--- src/rtl/dec_pkg.sv ---
// dec_pkg: shared constants for the registered 3->8 one-hot decoder.
//   DEC_IN_W  : default code width
//   DEC_OUT_W : one-hot width derived from DEC_IN_W
//   DEC_CNT_W : width of the optional accepted-code counter
//   ST_*      : occupancy states of the output/skid pipeline (2-bit)
package dec_pkg;

    localparam int unsigned DEC_IN_W  = 3;
    localparam int unsigned DEC_OUT_W = 1 << DEC_IN_W;
    localparam int unsigned DEC_CNT_W = 16;

    // Number of words held between the output register and the skid entry
    localparam logic [1:0] ST_EMPTY = 2'd0;
    localparam logic [1:0] ST_ONE   = 2'd1;
    localparam logic [1:0] ST_TWO   = 2'd2;

endpackage

--- src/rtl/dec_onehot.sv ---
// dec_onehot: purely combinational binary-to-one-hot decode.
//   code   in  IN_W       binary code
//   en     in  1          enable; 0 forces an all-zero word
//   onehot out 2**IN_W    bit 'code' set when en=1, else all zero
module dec_onehot
    import dec_pkg::*;
#(
    parameter int unsigned IN_W = DEC_IN_W
) (
    input  logic [IN_W-1:0]       code,
    input  logic                  en,
    output logic [(1<<IN_W)-1:0]  onehot
);

    // Every code value indexes a real bit, so the result is never X
    always_comb begin
        onehot = '0;
        if (en) begin
            onehot[code] = 1'b1;
        end
    end

endmodule

--- src/rtl/decoder_3_8_pipe.sv ---
// decoder_3_8_pipe: registered binary-to-one-hot decoder with valid/ready
// handshakes and a 2-entry (output register + skid) buffer.
//   clk        in   1       clock, rising edge
//   resetn     in   1       synchronous active-low reset
//   in_valid   in   1       upstream code valid
//   in_ready   out  1       decoder accepts a code this cycle (registered)
//   in_code    in   IN_W    binary code
//   in_en      in   1       enable qualifier; 0 -> decoded word all-zero
//   out_valid  out  1       out_onehot holds a valid word
//   out_ready  in   1       downstream accepts out_onehot this cycle
//   out_onehot out  2**IN_W decoded word
//   out_cnt    out  16      accepted-code count (only with DEC_3_8_CNT_EN)
// Build option: define DEC_3_8_CNT_EN to add the wrapping accept counter.
module decoder_3_8_pipe
    import dec_pkg::*;
#(
    parameter int unsigned IN_W = DEC_IN_W
) (
    input  logic                  clk,
    input  logic                  resetn,
    input  logic                  in_valid,
    output logic                  in_ready,
    input  logic [IN_W-1:0]       in_code,
    input  logic                  in_en,
    output logic                  out_valid,
    input  logic                  out_ready,
    output logic [(1<<IN_W)-1:0]  out_onehot
`ifdef DEC_3_8_CNT_EN
    ,
    output logic [DEC_CNT_W-1:0]  out_cnt
`endif
);

    localparam int unsigned OUT_W = 1 << IN_W;

    logic [1:0]       state_q;
    logic [1:0]       state_nxt;
    logic             ready_q;
    logic [OUT_W-1:0] out_q;
    logic [OUT_W-1:0] skid_q;
    logic [OUT_W-1:0] decoded;
    logic             accept;
    logic             emit;
    logic             load_out_dec;
    logic             load_out_skid;
    logic             load_skid;

    dec_onehot #(
        .IN_W (IN_W)
    ) u_dec (
        .code   (in_code),
        .en     (in_en),
        .onehot (decoded)
    );

    assign accept     = in_valid & ready_q;
    assign emit       = out_valid & out_ready;
    assign out_valid  = (state_q != ST_EMPTY);
    assign out_onehot = out_q;
    assign in_ready   = ready_q;

    // ready_q is low only in ST_TWO, so no accept can arrive while the skid is full
    always_comb begin
        state_nxt     = state_q;
        load_out_dec  = 1'b0;
        load_out_skid = 1'b0;
        load_skid     = 1'b0;
        case (state_q)
            ST_EMPTY: begin
                if (accept) begin
                    state_nxt    = ST_ONE;
                    load_out_dec = 1'b1;
                end
            end
            ST_ONE: begin
                if (accept && emit) begin
                    load_out_dec = 1'b1;
                end else if (emit) begin
                    state_nxt = ST_EMPTY;
                end else if (accept) begin
                    state_nxt = ST_TWO;
                    load_skid = 1'b1;
                end
            end
            ST_TWO: begin
                if (emit) begin
                    state_nxt     = ST_ONE;
                    load_out_skid = 1'b1;
                end
            end
            default: state_nxt = ST_EMPTY;
        endcase
    end

    always_ff @(posedge clk) begin
        if (!resetn) begin
            state_q <= ST_EMPTY;
            ready_q <= 1'b0;
            out_q   <= '0;
            skid_q  <= '0;
        end else begin
            state_q <= state_nxt;
            ready_q <= (state_nxt != ST_TWO);
            if (load_out_dec) begin
                out_q <= decoded;
            end else if (load_out_skid) begin
                out_q <= skid_q;
            end
            if (load_skid) begin
                skid_q <= decoded;
            end
        end
    end

`ifdef DEC_3_8_CNT_EN
    logic [DEC_CNT_W-1:0] cnt_q;

    always_ff @(posedge clk) begin
        if (!resetn) begin
            cnt_q <= '0;
        end else if (accept) begin
            cnt_q <= cnt_q + 1'b1;
        end
    end

    assign out_cnt = cnt_q;
`endif

endmodule
--- config.mk ---
export PLATFORM = sky130hd
export DESIGN_NAME = decoder_3_8_pipe
export DESIGN_NICKNAME = d
export VERILOG_FILES = /design/src/rtl/dec_pkg.sv /design/src/rtl/dec_onehot.sv /design/src/rtl/decoder_3_8_pipe.sv
export SDC_FILE = /design/constraint.sdc
export NUM_CORES = 1
export LEC_CHECK = 0
export ABC_AREA = 1
export CORE_MARGIN = 1
export CORE_UTILIZATION = 45
export CTS_CLUSTER_DIAMETER = 80
export CTS_CLUSTER_SIZE = 40
export DETAILED_ROUTE_END_ITERATION = 16
export HOLD_SLACK_MARGIN = 0.03
export PLACE_DENSITY = 0.8
export SKIP_CTS_REPAIR_TIMING = 1
export SLEW_MARGIN = 10
export SYNTH_ARGS = -nofsm -noshare
export SYNTH_HDL_FRONTEND = slang
export SYNTH_SLANG_ARGS = --single-unit
--- constraint.sdc ---
create_clock -name clk -period 1.35 [get_ports clk]
set_input_delay 0.2025 -clock clk [delete_from_list [all_inputs] [get_ports clk]]
set_output_delay 0.2025 -clock clk [all_outputs]
set_load 0.1 [all_outputs]
Word-level counts from Yosys, hierarchy flattened
Cells that the tools add are included.
{ "word_totals": {"register_bits": 19, "in_bits": 8, "output_inout_bits": 10} }
{ "op_classes": {"magnitude_cmp": 2, "n_eq_ne": 3, "n_mux": 19, "bitwise": 2, "n_reduce_logical": 5} }
{ "op_table": {"columns": ["op", "n"], "rows": [
  ["two-way mux 8 bit", 3],
  ["two-way mux 2 bit", 5],
  ["two-way mux 1 bit", 8],
  ["one-hot mux 2 bit (3 select lines)", 1],
  ["< comparator 3 x 4 -> 1 bit, second input constant", 1],
  ["nonzero test 2 bit", 2],
  ["demux 1 bit (select 3 bit)", 1],
  [">= comparator 3 x 1 -> 1 bit, second input constant", 1],
  ["bitwise AND 1 bit", 2],
  ["== test 2 x 1 -> 1 bit, second input constant", 1],
  ["== test 2 bit, second input constant", 1],
  ["logical AND 1 bit", 2],
  ["logical NOT 2 bit", 1],
  ["!= test 2 bit, second input constant", 1],
  ["one-hot mux 1 bit (2 select lines)", 1]
]} }

Depth between registers and ports, before layout
{ "depth": {"word_depth": 6, "mapped_depth": 7} }

Hierarchy
A second synthesis with hierarchy kept.
{ "unflattened": {"hier_cells": 141, "area_unflattened_um2": 985.9} }
{ "by_module_without_submodules": {"columns": ["module", "instances", "cells_each", "area_per_inst_um2", "seq_area_each_um2"], "rows": [
  ["decoder_3_8_pipe", 1, 124, 922.1, 380.4],
  ["dec_onehot", 1, 17, 63.8, 0.0]
]} }

Least setup slack after synthesis
Ideal clock, no wire load.
{ "synth_path": {"path_kind": "reg-to-reg", "start": "reg ready_q, in the netlist in_ready", "end": "reg out_q[6], in the netlist out_onehot[6]", "setup_ns": 0.072, "t_arrival_ns": 1.773, "required_time_ns": 1.278, "slack_ns": -0.495, "path_stages_with_launch": 8, "n_path_buf": 1, "cell_sequence": "dfxtp_1 nand2_1 nor2_4 nand2_4 buf_6 nand2_1 nand2_1 a21oi_1"} }
{ "synth_between": {"elab_chain_len": 5} }
{ "synth_rtl": {"columns": ["element", "line_no", "text"], "rows": [
  ["start: declaration", "decoder_3_8_pipe.sv:38", "logic ready_q;"],
  ["start signal: assignment", "decoder_3_8_pipe.sv:103", "ready_q <= (state_nxt != ST_TWO);"],
  ["bitwise AND 1 bit *", "decoder_3_8_pipe.sv:56", "assign accept = in_valid & ready_q;"],
  ["logical AND 1 bit", "decoder_3_8_pipe.sv:76", "if (accept && emit) begin"],
  ["two-way mux 1 bit", "decoder_3_8_pipe.sv:76", null],
  ["one-hot mux 1 bit (2 select lines) *", "decoder_3_8_pipe.sv:68", "case (state_q)"],
  ["two-way mux 8 bit or nonzero test 2 bit (tied branches)", null, null],
  ["end signal: assignment", "decoder_3_8_pipe.sv:105", "out_q <= decoded;"],
  ["end signal: assignment", "decoder_3_8_pipe.sv:107", "out_q <= skid_q;"],
  ["end: declaration", "decoder_3_8_pipe.sv:39", "logic [OUT_W-1:0] out_q;"]
]} }
Every way passes the cells marked *; elsewhere a longest branch is shown, timed or not.
A chain may end at the register's enable or synchronous reset.

Worst setup path in the final report
{ "layout_path": {"start": "reg state_q[1]", "end": "out out_valid"} }
{ "layout_between": {"elab_chain_len": 1} }
{ "layout_rtl": {"columns": ["element", "line_no", "text"], "rows": [
  ["start: declaration", "decoder_3_8_pipe.sv:36", "logic [1:0] state_q;"],
  ["start signal: assignment", "decoder_3_8_pipe.sv:102", "state_q <= state_nxt;"],
  ["nonzero test 2 bit", "decoder_3_8_pipe.sv:58", "assign out_valid = (state_q != ST_EMPTY);"],
  ["end: declaration", "decoder_3_8_pipe.sv:25", "output logic out_valid,"]
]} }
No other way between the ends.

==> impl_metrics.yaml <==
global_routing:
  grt_pass1_wl_mm: 3.525
  grt_pass1_vias: 826
  grt_remaining_overflow: 0
  grt_use_total_pct: 21.96
  grt_max_degree: 17
  antenna_found_initial: 0
routing:
  drt-total-wl_mm: 2.087
  drt-initial-drc-count: 34
  ant_nets: 0
  vias: 964
  vias_per_cell: 5.128
  wl_per_cell_um: 11.10
  post-route-drc-count: 0
  dr.pass1.iters: 4
layout:
  mostFrequentLayoutCells: "37 x nand2_1, 16 x a21oi_1, 16 x dfxtp_1"
  area_delta_synth_final_pct: 38.83
  final_nets: 170
  final_common_cell: "nand2_1"
  instances_no_fill: 188
  drive_gt1_share_pct: 19.25
  diodes: 0
outcome:
  outcome: "finished clean"
sta:
  setup_viol: 0
  skew_ns: 0.002574
  fin_setup_tns_ns: 0
  rsz0062_at_grt: "false"
  worst_slack_ns: 0.07434
  hold_viol: 0
  finalCritPeriodShare_pct: 94.49
  finalCriticalPeriod_ns: 1.276
  drv_slew: 0
  max-slew-margin-rel_pct: 79.22
  max_freq_mhz: 783.9
  worst-slew-pin-transition_ns: 0.3108
clock_network:
  clock-sinks: 19
  cts_root_buf: "clkbuf_4"
  cts_max_level: 1
  clkTransAtPathRegs_ns: 0.10
  numCtsBuffers: 3
  ctsLongestPathBuffers: 2
  clock_latency_ns: 0.30
  cts_tree: "yes"
logic_synthesis:
  synthCells: 139
  syn_area_um2: 940.9
  synth-seq-cells: 19
  synth_fp_nets: 147
  synth.distinct_cells: 22
  yosysWarningCount: 0
  syn_avg_cell_area_um2: 6.769
  seq_area_frac_synth_pct: 40.43
die:
  die_w_um: 47.73
  dieArea_um2: 2278
  pin_count: 18
  core-area_um2: 1962
  fp-row-count: 16
  die_h_um: 47.73
  initial_core_util_pct: 47.96
place:
  hpwl_mm: 1.607
  placement.io_buffers: 17
  place_inst: 184
  dp_slack_ns: -0.1239
  place_congestion: 0.8306
critical_path:
  cp.arrival_ns: 1.07
  cp_top_family: "flip-flops"
  required_ns: 1.15
  cp_slowest_cell: "dfxtp_2"
  worstSetupEndpointType: "primary output"
  cp_max_fo: 5
  crit_buf_inv: 2
  slowest_delay_ns: 0.38
  critPathKind: "reg2out"
  cp-start-kind: "register"
  crit_chain: "nor2_4, clkinvlp_4, buf_12"
pwr:
  fin_total_pwr_w: 0.001349
  power.density_nw_per_um2: 1033
  ir_drop_mv: 0.6481
  p_leak_nw: 0.5763
job:
  drv_cap: 0
min_path:
  hold_class: "reg2reg"
==> per-stage QoR <==
stage               hold slack [ns]  utilization (%)  instance area [µm²]
floorplan                    0.3987                -                948.4
global placement             0.4997            64.48                 1265
detailed placement           0.5088            64.48                 1265
CTS                          0.5295            65.82                 1291
global route                 0.5411            66.58                 1306
finish                       0.5260            66.58                 1306
==> worst paths after layout <==
path                                end  slack (ns)                       start  cells past startpoint
max                           out_valid        0.07       state_q[1]$_SDFF_PN0_                      3
min          out_onehot[3]$_SDFFE_PN0P_        0.53  out_onehot[3]$_SDFFE_PN0P_                      2
max reg2reg  out_onehot[1]$_SDFFE_PN0P_        0.16       state_q[0]$_SDFF_PN0_                      6
min reg2reg  out_onehot[3]$_SDFFE_PN0P_        0.53  out_onehot[3]$_SDFFE_PN0P_                      2
==> cells by family (layout without fill, tap and decap cells) <==
kind of cell / after synthesis / count (layout) / share of synthesized area, %
AND/OR/NAND/NOR: 77 / 77 / 36.84
AO/OA/AOI/OAI: 27 / 27 / 14.89
flip-flops: 19 / 19 / 40.43
buffers and inverters: 16 / 38 / 7.846
==> final cells by class <==
class / instances / area, µm²
multi-input cells: 104 / 499.2
well taps: 27 / 33.78
fillers: 184 / 655.6
flip-flops and latches: 19 / 386.6
clock buffers: 4 / 26.28
repair buffers: 23 / 315.3
inverters: 11 / 45.04
==> sequential cells by signal (all words and copies together) (netlist names) <==
signal / cells
out_onehot: 8
skid_q: 8
state_q: 2
in_ready: 1
==> routing by layer <==
metal / track usage, % / share of wire, % / vias to the layer above
li1: - / - / 502
met1: 29.95 / 47 / 435
met2: 33.51 / 48 / 21
met3: 3.396 / 2.7 / 6
met4: 11.11 / 2.2 / 0
met5: 0 / 0 / -
==> where the power goes <==
group	switching [W]	internal, W	total (W)
logic	0.000285	0.000157	0.000442
registers	0.0000300	0.000589	0.000619
clock network	0.000173	0.000115	0.000288
==> tightest hold or removal path: stages, from the launching register on <==
cell     delay, ns
dfxtp_1       0.35
nand3_1       0.08
a21oi_1       0.06
==> cells in the mapped netlist, drive strengths merged <==
cell type / number / area share [%]
nand2: 39 / 17
buf: 4 / 3.1
inv: 10 / 4.0
dfxtp: 19 / 40
o21a: 1 / 0.80
clkbuf: 1 / 0.40
and2: 1 / 0.67
o21ai: 9 / 4.8
nand3: 10 / 5.3
a21oi: 16 / 8.5
nand4: 8 / 5.3
nor2: 19 / 8.9
clkinv: 1 / 0.40
a211oi: 1 / 0.80
(Power assumes the default switching activity.)
